[src/rtl/uart_tx_fifo.sv]
// 8N1 UART transmitter fed by a byte FIFO. Everything runs in the xipMCLK domain.
// xopTXD idles high. Queued bytes are sent back-to-back with no gap between frames.
`timescale 1ns/1ps
module uart_tx_fifo #(
  parameter int unsigned CLK_DIV = 87,
  parameter int unsigned FIFO_AW = 4
) (
  input  logic       xipMCLK,
  input  logic       xinRESET,
  input  logic       xipWR_EN,
  input  logic [7:0] xipWR_DATA,
  input  logic       xipOVF_CLR,
  output logic       xopFULL,
  output logic       xopEMPTY,
  output logic       xopOVERFLOW,
  output logic       xopBUSY,
  output logic       xopTXD
);

  localparam int unsigned DEPTH = 1 << FIFO_AW;
  localparam int unsigned CW    = FIFO_AW + 1;

  localparam logic [FIFO_AW-1:0] PTR_ONE   = FIFO_AW'(1);
  localparam logic [FIFO_AW-1:0] PTR_ZERO  = FIFO_AW'(0);
  localparam logic [FIFO_AW:0]   CNT_ONE   = CW'(1);
  localparam logic [FIFO_AW:0]   CNT_ZERO  = CW'(0);
  localparam logic [FIFO_AW:0]   CNT_DEPTH = CW'(DEPTH);
  localparam logic [15:0]        BAUD_LAST = 16'(CLK_DIV - 1);

  localparam logic [1:0] S_IDLE  = 2'd0;
  localparam logic [1:0] S_START = 2'd1;
  localparam logic [1:0] S_DATA  = 2'd2;
  localparam logic [1:0] S_STOP  = 2'd3;

  logic [7:0]         mem_q [DEPTH];
  logic [FIFO_AW-1:0] wr_ptr_q, wr_ptr_d, rd_ptr_q, rd_ptr_d;
  logic [FIFO_AW:0]   count_q, count_d;
  logic               full_q, full_d, empty_q, empty_d, ovf_q, ovf_d;
  logic [1:0]         state_q, state_d;
  logic [15:0]        baud_q, baud_d;
  logic [2:0]         bit_q, bit_d;
  logic [7:0]         shift_q, shift_d;
  logic               txd_q, txd_d, busy_q, busy_d;
  logic               wr_accept_s, pop_s, baud_end_s;

  assign wr_accept_s = xipWR_EN & ~full_q;
  assign baud_end_s  = (baud_q == BAUD_LAST);

  // Frame sequencer: the next TXD level is computed together with the state, so the pin is a flop.
  always_comb begin
    state_d = state_q;
    baud_d  = baud_q;
    bit_d   = bit_q;
    shift_d = shift_q;
    txd_d   = txd_q;
    pop_s   = 1'b0;
    case (state_q)
      S_IDLE: begin
        baud_d = 16'd0;
        bit_d  = 3'd0;
        if (!empty_q) begin
          pop_s   = 1'b1;
          shift_d = mem_q[rd_ptr_q];
          state_d = S_START;
          txd_d   = 1'b0;
        end else begin
          state_d = S_IDLE;
          txd_d   = 1'b1;
        end
      end
      S_START: begin
        if (baud_end_s) begin
          baud_d  = 16'd0;
          bit_d   = 3'd0;
          txd_d   = shift_q[0];
          state_d = S_DATA;
        end else begin
          baud_d = baud_q + 16'd1;
        end
      end
      S_DATA: begin
        if (baud_end_s) begin
          baud_d = 16'd0;
          if (bit_q == 3'd7) begin
            state_d = S_STOP;
            txd_d   = 1'b1;
          end else begin
            bit_d = bit_q + 3'd1;
            txd_d = shift_q[bit_q + 3'd1];
          end
        end else begin
          baud_d = baud_q + 16'd1;
        end
      end
      S_STOP: begin
        if (baud_end_s) begin
          baud_d = 16'd0;
          bit_d  = 3'd0;
          // Chain straight into the next start bit when more data is waiting.
          if (!empty_q) begin
            pop_s   = 1'b1;
            shift_d = mem_q[rd_ptr_q];
            state_d = S_START;
            txd_d   = 1'b0;
          end else begin
            state_d = S_IDLE;
            txd_d   = 1'b1;
          end
        end else begin
          baud_d = baud_q + 16'd1;
        end
      end
      default: begin
        state_d = S_IDLE;
        baud_d  = 16'd0;
        bit_d   = 3'd0;
        txd_d   = 1'b1;
      end
    endcase
    busy_d = (state_d != S_IDLE);
  end

  // FIFO bookkeeping. A pop only happens when the FIFO is non-empty, so the count never underflows.
  always_comb begin
    wr_ptr_d = wr_ptr_q;
    rd_ptr_d = rd_ptr_q;
    count_d  = count_q;
    if (wr_accept_s) begin
      wr_ptr_d = wr_ptr_q + PTR_ONE;
    end else begin
      wr_ptr_d = wr_ptr_q;
    end
    if (pop_s) begin
      rd_ptr_d = rd_ptr_q + PTR_ONE;
    end else begin
      rd_ptr_d = rd_ptr_q;
    end
    case ({wr_accept_s, pop_s})
      2'b10:   count_d = count_q + CNT_ONE;
      2'b01:   count_d = count_q - CNT_ONE;
      default: count_d = count_q;
    endcase
    full_d  = (count_d == CNT_DEPTH);
    empty_d = (count_d == CNT_ZERO);
    if (xipWR_EN && full_q) begin
      ovf_d = 1'b1;
    end else if (xipOVF_CLR) begin
      ovf_d = 1'b0;
    end else begin
      ovf_d = ovf_q;
    end
  end

  // FIFO storage; it needs no reset because the pointers define which entries are valid.
  always_ff @(posedge xipMCLK) begin
    if (wr_accept_s) begin
      mem_q[wr_ptr_q] <= xipWR_DATA;
    end
  end

  // State registers.
  always_ff @(posedge xipMCLK or negedge xinRESET) begin
    if (!xinRESET) begin
      wr_ptr_q <= PTR_ZERO;
      rd_ptr_q <= PTR_ZERO;
      count_q  <= CNT_ZERO;
      full_q   <= 1'b0;
      empty_q  <= 1'b1;
      ovf_q    <= 1'b0;
      state_q  <= S_IDLE;
      baud_q   <= 16'd0;
      bit_q    <= 3'd0;
      shift_q  <= 8'd0;
      txd_q    <= 1'b1;
      busy_q   <= 1'b0;
    end else begin
      wr_ptr_q <= wr_ptr_d;
      rd_ptr_q <= rd_ptr_d;
      count_q  <= count_d;
      full_q   <= full_d;
      empty_q  <= empty_d;
      ovf_q    <= ovf_d;
      state_q  <= state_d;
      baud_q   <= baud_d;
      bit_q    <= bit_d;
      shift_q  <= shift_d;
      txd_q    <= txd_d;
      busy_q   <= busy_d;
    end
  end

  assign xopFULL     = full_q;
  assign xopEMPTY    = empty_q;
  assign xopOVERFLOW = ovf_q;
  assign xopBUSY     = busy_q;
  assign xopTXD      = txd_q;

endmodule

[config.mk]
export PLATFORM = sky130hd
export DESIGN_NAME = uart_tx_fifo
export DESIGN_NICKNAME = d
export VERILOG_FILES = /design/src/rtl/uart_tx_fifo.sv
export SDC_FILE = /design/constraint.sdc
export NUM_CORES = 1
export LEC_CHECK = 0
export ABC_AREA = 1
export CAP_MARGIN = 20
export CORE_AREA = 2 2 120 122
export CTS_CLUSTER_SIZE = 20
export DETAILED_ROUTE_END_ITERATION = 6
export DIE_AREA = 0 0 122 124
export HOLD_SLACK_MARGIN = 0.1
export PLACE_DENSITY = 0.84
export SKIP_CTS_REPAIR_TIMING = 1
export SLEW_MARGIN = 20
export SYNTH_ARGS = -nofsm -noshare
export SYNTH_HDL_FRONTEND = slang
export SYNTH_SLANG_ARGS = --single-unit
[constraint.sdc]
create_clock -name xipMCLK -period 2.5 [get_ports xipMCLK]
set_clock_uncertainty 0.05 [all_clocks]
set_input_delay 0.625 -clock xipMCLK [delete_from_list [all_inputs] [get_ports xipMCLK]]
set_output_delay 0.625 -clock xipMCLK [all_outputs]
set_load 0.005 [all_outputs]
==> results of run 1 <==
-- area by class of cell --
type                            count  share of cell area, %
Clock inverter                     15                   1.83
Inverter                           50                   2.14
Timing Repair Buffer               47                   4.71
Sequential cell                   175                   57.3
Tap cell                          180                   2.57
Clock buffer                       17                   4.86
Multi-Input combinational cell    380                   26.6
-- worst max path at each step --
stage | from | endpoint | slack (ns) | depth (start not counted)
after CTS | state_q[0] | xopEMPTY | -0.03 | 13
after detailed placement | xipWR_EN | xopEMPTY | -0.32 | 15
after global routing | baud_q[0] | xopEMPTY | -0.14 | 20
final | baud_q[0] | xopEMPTY | 0.04 | 20
after global placement | xipWR_EN | xopFULL | -0.20 | 15
after floorplan | baud_q[0] | xopFULL | 0.13 | 17
-- metrics by stage --
| step | setup WS [ns] | power, W | util, % |
|---|---|---|---|
| final | 0.0425 | 0.00981 | 63.9 |
| after global routing | -0.143 | 0.0103 | 63.9 |
| after CTS | -0.0337 | 0.00956 | 63.1 |
| after detailed placement | -0.324 | 0.00692 | 58.9 |
| after floorplan | 0.131 | 0.00592 | - |
| after global placement | -0.204 | 0.00675 | 58.9 |
-- sequential cells by signal, summed over array words and instances (netlist names) --
| signal | count |
|---|---|
| xopBUSY | 1 |
| xopEMPTY | 1 |
| shift_q | 8 |
| count_q | 5 |
| rd_ptr_q | 4 |
| xopTXD | 1 |
| wr_ptr_q | 4 |
| mem_q | 128 |
| bit_q | 3 |
| xopFULL | 1 |
| baud_q | 16 |
| xopOVERFLOW | 1 |
| state_q | 2 |
-- per-layer routing --
metal	global-route usage, %	wire length, um	vias up
met3	5.08	1030	35
met2	37.0	8220	189
met5	0	0	-
li1	-	-	2347
met4	10.6	456	0
met1	27.6	6320	2463
-- logic make-up after synthesis --
kind of cell | share of synthesized area [%]
AOI/OAI and AO/OA | 9.54
xor gates and xnor gates | 1.27
muxes | 3.18
DFF | 66.5
buffers and inverters | 3.86
adders and majority gates | 2.48
and+or+nand+nor | 13.2
-- critical path: stages (launching register included) --
cell,delay [ns]
dfrtp_1,0.39
inv_1,0.06
ha_2,0.17
nand2_1,0.05
inv_1,0.05
nand2_1,0.04
nor2_1,0.09
nand3_1,0.10
nand2_2,0.15
nand2_2,0.08
inv_2,0.09
ha_4,0.14
buf_4,0.13
nand2_1,0.05
o21ai_1,0.16
inv_1,0.08
o21ai_0,0.07
nand2_1,0.07
nand3_1,0.13
nand3_2,0.09
nor2_1,0.12
-- power by group --
| group | total [W] | switching (W) | internal, W |
|---|---|---|---|
| Clock | 0.00262 | 0.00113 | 0.00149 |
| Sequential | 0.00386 | 0.000273 | 0.00359 |
| Combinational | 0.00333 | 0.00212 | 0.00121 |
| Total | 0.00981 | 0.00353 | 0.00628 |
-- cell usage in the layout, fill, tap and decap left out, types with 3 or more instances in the layout --
master	instances
dfrtp_1	44
xor2_1	9
ha_1	12
o21ai_2	3
nand4_1	5
o221ai_1	24
clkbuf_16	17
inv_2	5
nand3_1	22
clkdlybuf4s50_1	15
nor3_2	4
edfxtp_1	128
inv_1	43
nand2_2	8
inv_6	3
a31oi_1	9
o32ai_1	8
nor3b_1	8
o21ai_0	47
clkinv_4	4
nand3_2	3
buf_4	29
nor3_1	3
nand2_1	55
o211ai_1	8
mux2i_1	24
nor2_1	99
clkinv_1	5
a21oi_1	9
==> impl_results.md, run 1 <==
* Overall Global Routing Usage at 22.2%
* Starting density of the core at 55.1%
* Share of layout cells above drive strength 1 at 14.8%
* Grt ovf at 0
* Leakage at 3.27 nW
* Cell types with the largest area share after synthesis: edfxtp_1 51%, dfrtp_1 15%, nor2_1 5.0%
* Count of nets after finishing at 698
* Achievable frequency at 407 MHz
* Actual transition at the worst max-transition pin at 0.691 ns
* Clock latency on the worst-skew pair at 0.43 ns
* Worst reg-to-reg path cell count at 20
* Total standard cell area after synthesis at 7560 um2
* Number of nets produced by synthesis at 657
* Gate count after technology mapping at 630
* HPWL reported at the end of detailed placement at 10.0 mm
* Seq. cell area at 5020 um2
* Count of flip-flops with a built-in enable after synthesis at 128
* Largest net degree at the start of global routing at 68
* Final cell area excluding filler cells at 8760 um2
* Worst r2r src: baud_q[0]
* Clock input transition at the sequential cells of the worst setup and hold paths at 0.07 ns
* Wire length of the first global-routing pass at 24.8 mm
* Total via count in the routed design at 5,034
* Endpoint class of the critical path: flop
* Pins Over Slew Limit at 0
* TritonCTS clock tree: done
* Max-slew headroom at 53.8%
* Hold Vio Cnt, Final at 0
* Combined area of the multi-input logic cells at 2330 um2
* Final std cells w/o fill at 864
* Mean instance size in the synthesized netlist at 12.0 um2
* Post-synthesis to final-layout area growth at 15.9%
* Cell type with the largest total area after synthesis: edfxtp_1
* First drt pass iteration count at 5
* Worst setup path class: flop to flop
* Number of buffers between clock root and the deepest sink at 2
* Unrepaired setup endpoints after global routing: true
* Clock Sink Count at 175
* Synth unique cells at 39
* Min Tclk post-route at 2.46 ns
* Reg-to-reg critical path endpoint: xopEMPTY
* Register-to-Register Setup Slack at 0.04 ns
* Global placement routability congestion at 0.836
* Post-placement cell count at 830
* Number of warnings issued by yosys at 0
* Async SR Flop Fraction at 26.9%
* Part of the cycle the worst path needs at 98.3%
* Detailed Route WL at 16.0 mm
* DR DRC count at 0
* Data required time of the worst path at 2.82 ns
* Synth top cells by count: 128 x edfxtp_1, 100 x nor2_1, 59 x nand2_1
* Routed length per instance at 18.6 um
* Most common flop cell mapped by yosys: edfxtp_1
* Vertical extent of the die at 124 um
* Die footprint at 15,100 um2
* Count of routing violations after the opening detailed-route iteration at 579
* Seq cells post-synth at 175
* Leading cell type by number of instances after synthesis: edfxtp_1
* Setup TNS Final at 0 ns
* Setup crit start kind: flop
* Worst hold slack across all endpoints at 0.103 ns
* Areal power density over the cells at 1120 nW/um2
* Core box area at 13,700 um2
* Hold/Removal Path Class: primary input to asynchronous set/reset pin
* Count of port buffers added during placement at 16
* Cell chosen for the clock root: clkbuf_16
* Width of the die at 122 um
* I/O pin total at 17
* Outcome: complete, no violations
* Final antenna-violating net count at 0
* Vias per cell at 5.83
* Largest fanout on the critical path at 4
* Arrival time worst endpoint at 2.77 ns
* Total number of H-tree levels at 4
* Filler Cells Inserted at 964
* Area share of the largest cell type after synthesis at 50.9%
* Initial antenna violation count at 0
* Post-DP Area at 8080 um2
* # diodes at 0
* Seq/Total Area, Yosys at 66.5%
* Number of maximum-capacitance violations at 0
* TritonCTS Buffers at 17
* Max VDD drop at 634 uV
* Number of endpoints failing setup at the final stage at 0
* Count of standard-cell rows at 43
* Vias in the first global route at 4,938
Power figures use the tool's default switching activity.
==> run 2, diff against run 1 <==
--- a/config.mk
+++ b/config.mk
@@ -6,13 +6,14 @@
 export NUM_CORES = 1
 export LEC_CHECK = 0
 export ABC_AREA = 1
-export CAP_MARGIN = 20
-export CORE_AREA = 2 2 120 122
+export CAP_MARGIN = 5
+export CORE_AREA = 2 2 102 143
 export CTS_CLUSTER_SIZE = 20
 export DETAILED_ROUTE_END_ITERATION = 6
-export DIE_AREA = 0 0 122 124
+export DIE_AREA = 0 0 104 145
 export HOLD_SLACK_MARGIN = 0.1
 export PLACE_DENSITY = 0.84
+export REMOVE_ABC_BUFFERS = 1
 export SKIP_CTS_REPAIR_TIMING = 1
 export SLEW_MARGIN = 20
 export SYNTH_ARGS = -nofsm -noshare
==> run 2 against run 1 <==
Worst setup slack improved by 0.11 ns. Sequential power is essentially flat. Global-route usage fell by 0.39 points. Highest routed layer unchanged. Critical path type unchanged. Cell count up 1.6%.
==> impl_results.md, run 2 (same netlist as run 1, synthesis figures left out) <==
* Final cell area excluding filler cells at 8890 um2 (+1.4%)
* Vias per cell at 5.72 (-1.8%)
* Part of the cycle the worst path needs at 93.9% (-4.4 points)
* Die footprint at 15,100 um2 (-0.32%)
* Count of standard-cell rows at 51 (+19%)
* Largest fanout on the critical path at 4 (unchanged)
* Detailed Route WL at 16.0 mm (about the same)
* Largest net degree at the start of global routing at 68 (unchanged)
* Worst r2r src: baud_q[0]
* Max-slew headroom at 57.8% (+4.0 points)
* Wire length of the first global-routing pass at 25.4 mm (+2.6%)
* Arrival time worst endpoint at 2.62 ns (-0.15 ns)
* Count of nets after finishing at 707 (+1.3%)
* Total number of H-tree levels at 4 (unchanged)
* Count of routing violations after the opening detailed-route iteration at 408 (-30%)
* Most used cells in the layout excluding fill and tap cells: 128 x edfxtp_1, 97 x nor2_1, 57 x nand2_1
* # diodes at 0 (unchanged)
* Global placement routability congestion at 0.869 (+4.0%)
* TritonCTS Buffers at 17 (unchanged)
* Vias in the first global route at 5,111 (+3.5%)
* Number of maximum-capacitance violations at 0 (unchanged)
* Final cell utilization of the core at 64.5% (+0.61 points)
* Vertical extent of the die at 145 um (+17%)
* Min Tclk post-route at 2.35 ns (-0.110 ns)
* Core box area at 13,800 um2 (+0.47%)
* Hold Vio Cnt, Final at 0 (unchanged)
* Total via count in the routed design at 5,022 (-0.24%)
* I/O pin total at 17 (unchanged)
* TritonCTS clock tree: done
* Worst reg-to-reg path cell count at 22 (+10%)
* Post-placement cell count at 842 (+1.4%)
* Clock input transition at the sequential cells of the worst setup and hold paths at 0.07 ns (about the same)
* Starting density of the core at 54.8% (-0.26 points)
* Reg-to-reg critical path endpoint: xopFULL
* Hold/Removal Path Class: flop to flop
* Routed length per instance at 18.2 um (-1.7%)
* Endpoint class of the critical path: flop
* Max VDD drop at 639 uV (+0.78%)
* Number of buffers between clock root and the deepest sink at 2 (unchanged)
* Termination of the worst setup path: xopFULL
* Largest registers: mem_q (128), baud_q (16), shift_q (8)
* Clock latency on the worst-skew pair at 0.43 ns (about the same)
* DR DRC count at 0 (unchanged)
* Post-DP Area at 8140 um2 (+0.73%)
* Final std cells w/o fill at 878 (+1.6%)
* Grt ovf at 0 (unchanged)
* Achievable frequency at 426 MHz (+4.7%)
* Overall Global Routing Usage at 21.8% (-0.39 points)
* Worst setup path class: flop to flop
* Setup crit start kind: flop
* Number of endpoints failing setup at the final stage at 0 (unchanged)
* Unrepaired setup endpoints after global routing: true
* Register with the most flip-flops: mem_q
* Worst hold slack across all endpoints at 0.440 ns (+0.338 ns)
* Cell chosen for the clock root: clkbuf_16
* Leakage at 3.33 nW (+1.9%)
* HPWL reported at the end of detailed placement at 10.2 mm (+1.8%)
* Actual transition at the worst max-transition pin at 0.633 ns (-0.0586 ns)
* Clock Sink Count at 175 (unchanged)
* Post-synthesis to final-layout area growth at 17.6%
* Share of layout cells above drive strength 1 at 16.3% (+1.5 points)
* Final antenna-violating net count at 0 (unchanged)
* Largest register FFs at 128 (unchanged)
* Setup TNS Final at 0 ns (unchanged)
* Width of the die at 104 um (-15%)
* Register-to-Register Setup Slack at 0.15 ns (+0.11 ns)
* Areal power density over the cells at 1120 nW/um2 (-0.14%)
* Count of port buffers added during placement at 16 (unchanged)
* Initial antenna violation count at 0 (unchanged)
* Data required time of the worst path at 2.77 ns (-0.05 ns)
* First drt pass iteration count at 6 (+1)
* Pins Over Slew Limit at 0 (unchanged)
* Leading cell type in the layout, fill and taps excluded: edfxtp_1
* Startpoint of the worst setup timing path: baud_q[0]
* Outcome: complete, no violations
run 2: cell types whose count changed in the layout (fill, tap and decap cells not counted), sizes merged:
cell | previous run | this run
clkinv | 10 | 7
dlygate4sd3 | 0 | 1
inv | 53 | 56
buf | 32 | 40
run 2: where the power goes:
group	internal, W	switching (W)	leakage [nW]
Clock	0.00153	0.00120	0.304
Sequential	0.00359	0.000268	1.75
Combinational	0.00126	0.00209	1.28
run 2: layout make-up:
cell class	count	area [um2]
tap	185	231
sequential	175	5020
timing repair buffer	56	483
clock inverter	15	194
fill	1018	4900
multi-input combinational	380	2340
inverter	50	188
clock buffer	17	425
run 2: stage by stage:
| stage | total power, W | setup slack, ns |
|---|---|---|
| global placement | 0.00679 | -0.232 |
| finish | 0.00993 | 0.153 |
| detailed placement | 0.00695 | -0.270 |
| CTS | 0.00970 | 0.0218 |
| global route | 0.0105 | -0.0941 |
| floorplan | 0.00583 | -0.701 |
run 2: worst min-delay path by stage:
stage,end,from,slack [ns],depth (start not counted)
floorplan,baud_q[0],xinRESET,0.28,0
global placement,bit_q[1],bit_q[1],0.42,2
detailed placement,xopTXD,xopTXD,0.43,2
CTS,shift_q[5],xinRESET,0.08,1
global route,xopTXD,xopTXD,0.50,2
finish,xopTXD,xopTXD,0.44,2
run 2: critical path, stage by stage, from the launching register on:
cell and delay, ns:
dfrtp_1 0.38, inv_1 0.07, ha_2 0.17, nand2_1 0.05
inv_1 0.05, nand2_1 0.04, nor2_1 0.09, nand3_1 0.11
nand2_4 0.13, nand4_1 0.11, nand2_1 0.10, inv_2 0.05
ha_4 0.15, a21oi_4 0.14, inv_2 0.06, nand3_4 0.07
inv_2 0.04, nand3_2 0.06, nand3_2 0.07, nand2_1 0.08
nand2_2 0.07, inv_2 0.05, nor2_2 0.03
run 2: per-layer routing:
| metal | global-route usage [%] | vias to the layer above | routed length (um) |
|---|---|---|---|
| met5 | 0 | - | 0 |
| met1 | 23.4 | 2494 | 5870 |
| li1 | - | 2361 | - |
| met4 | 9.32 | 0 | 495 |
| met2 | 40.9 | 133 | 9070 |
| met3 | 4.58 | 34 | 588 |
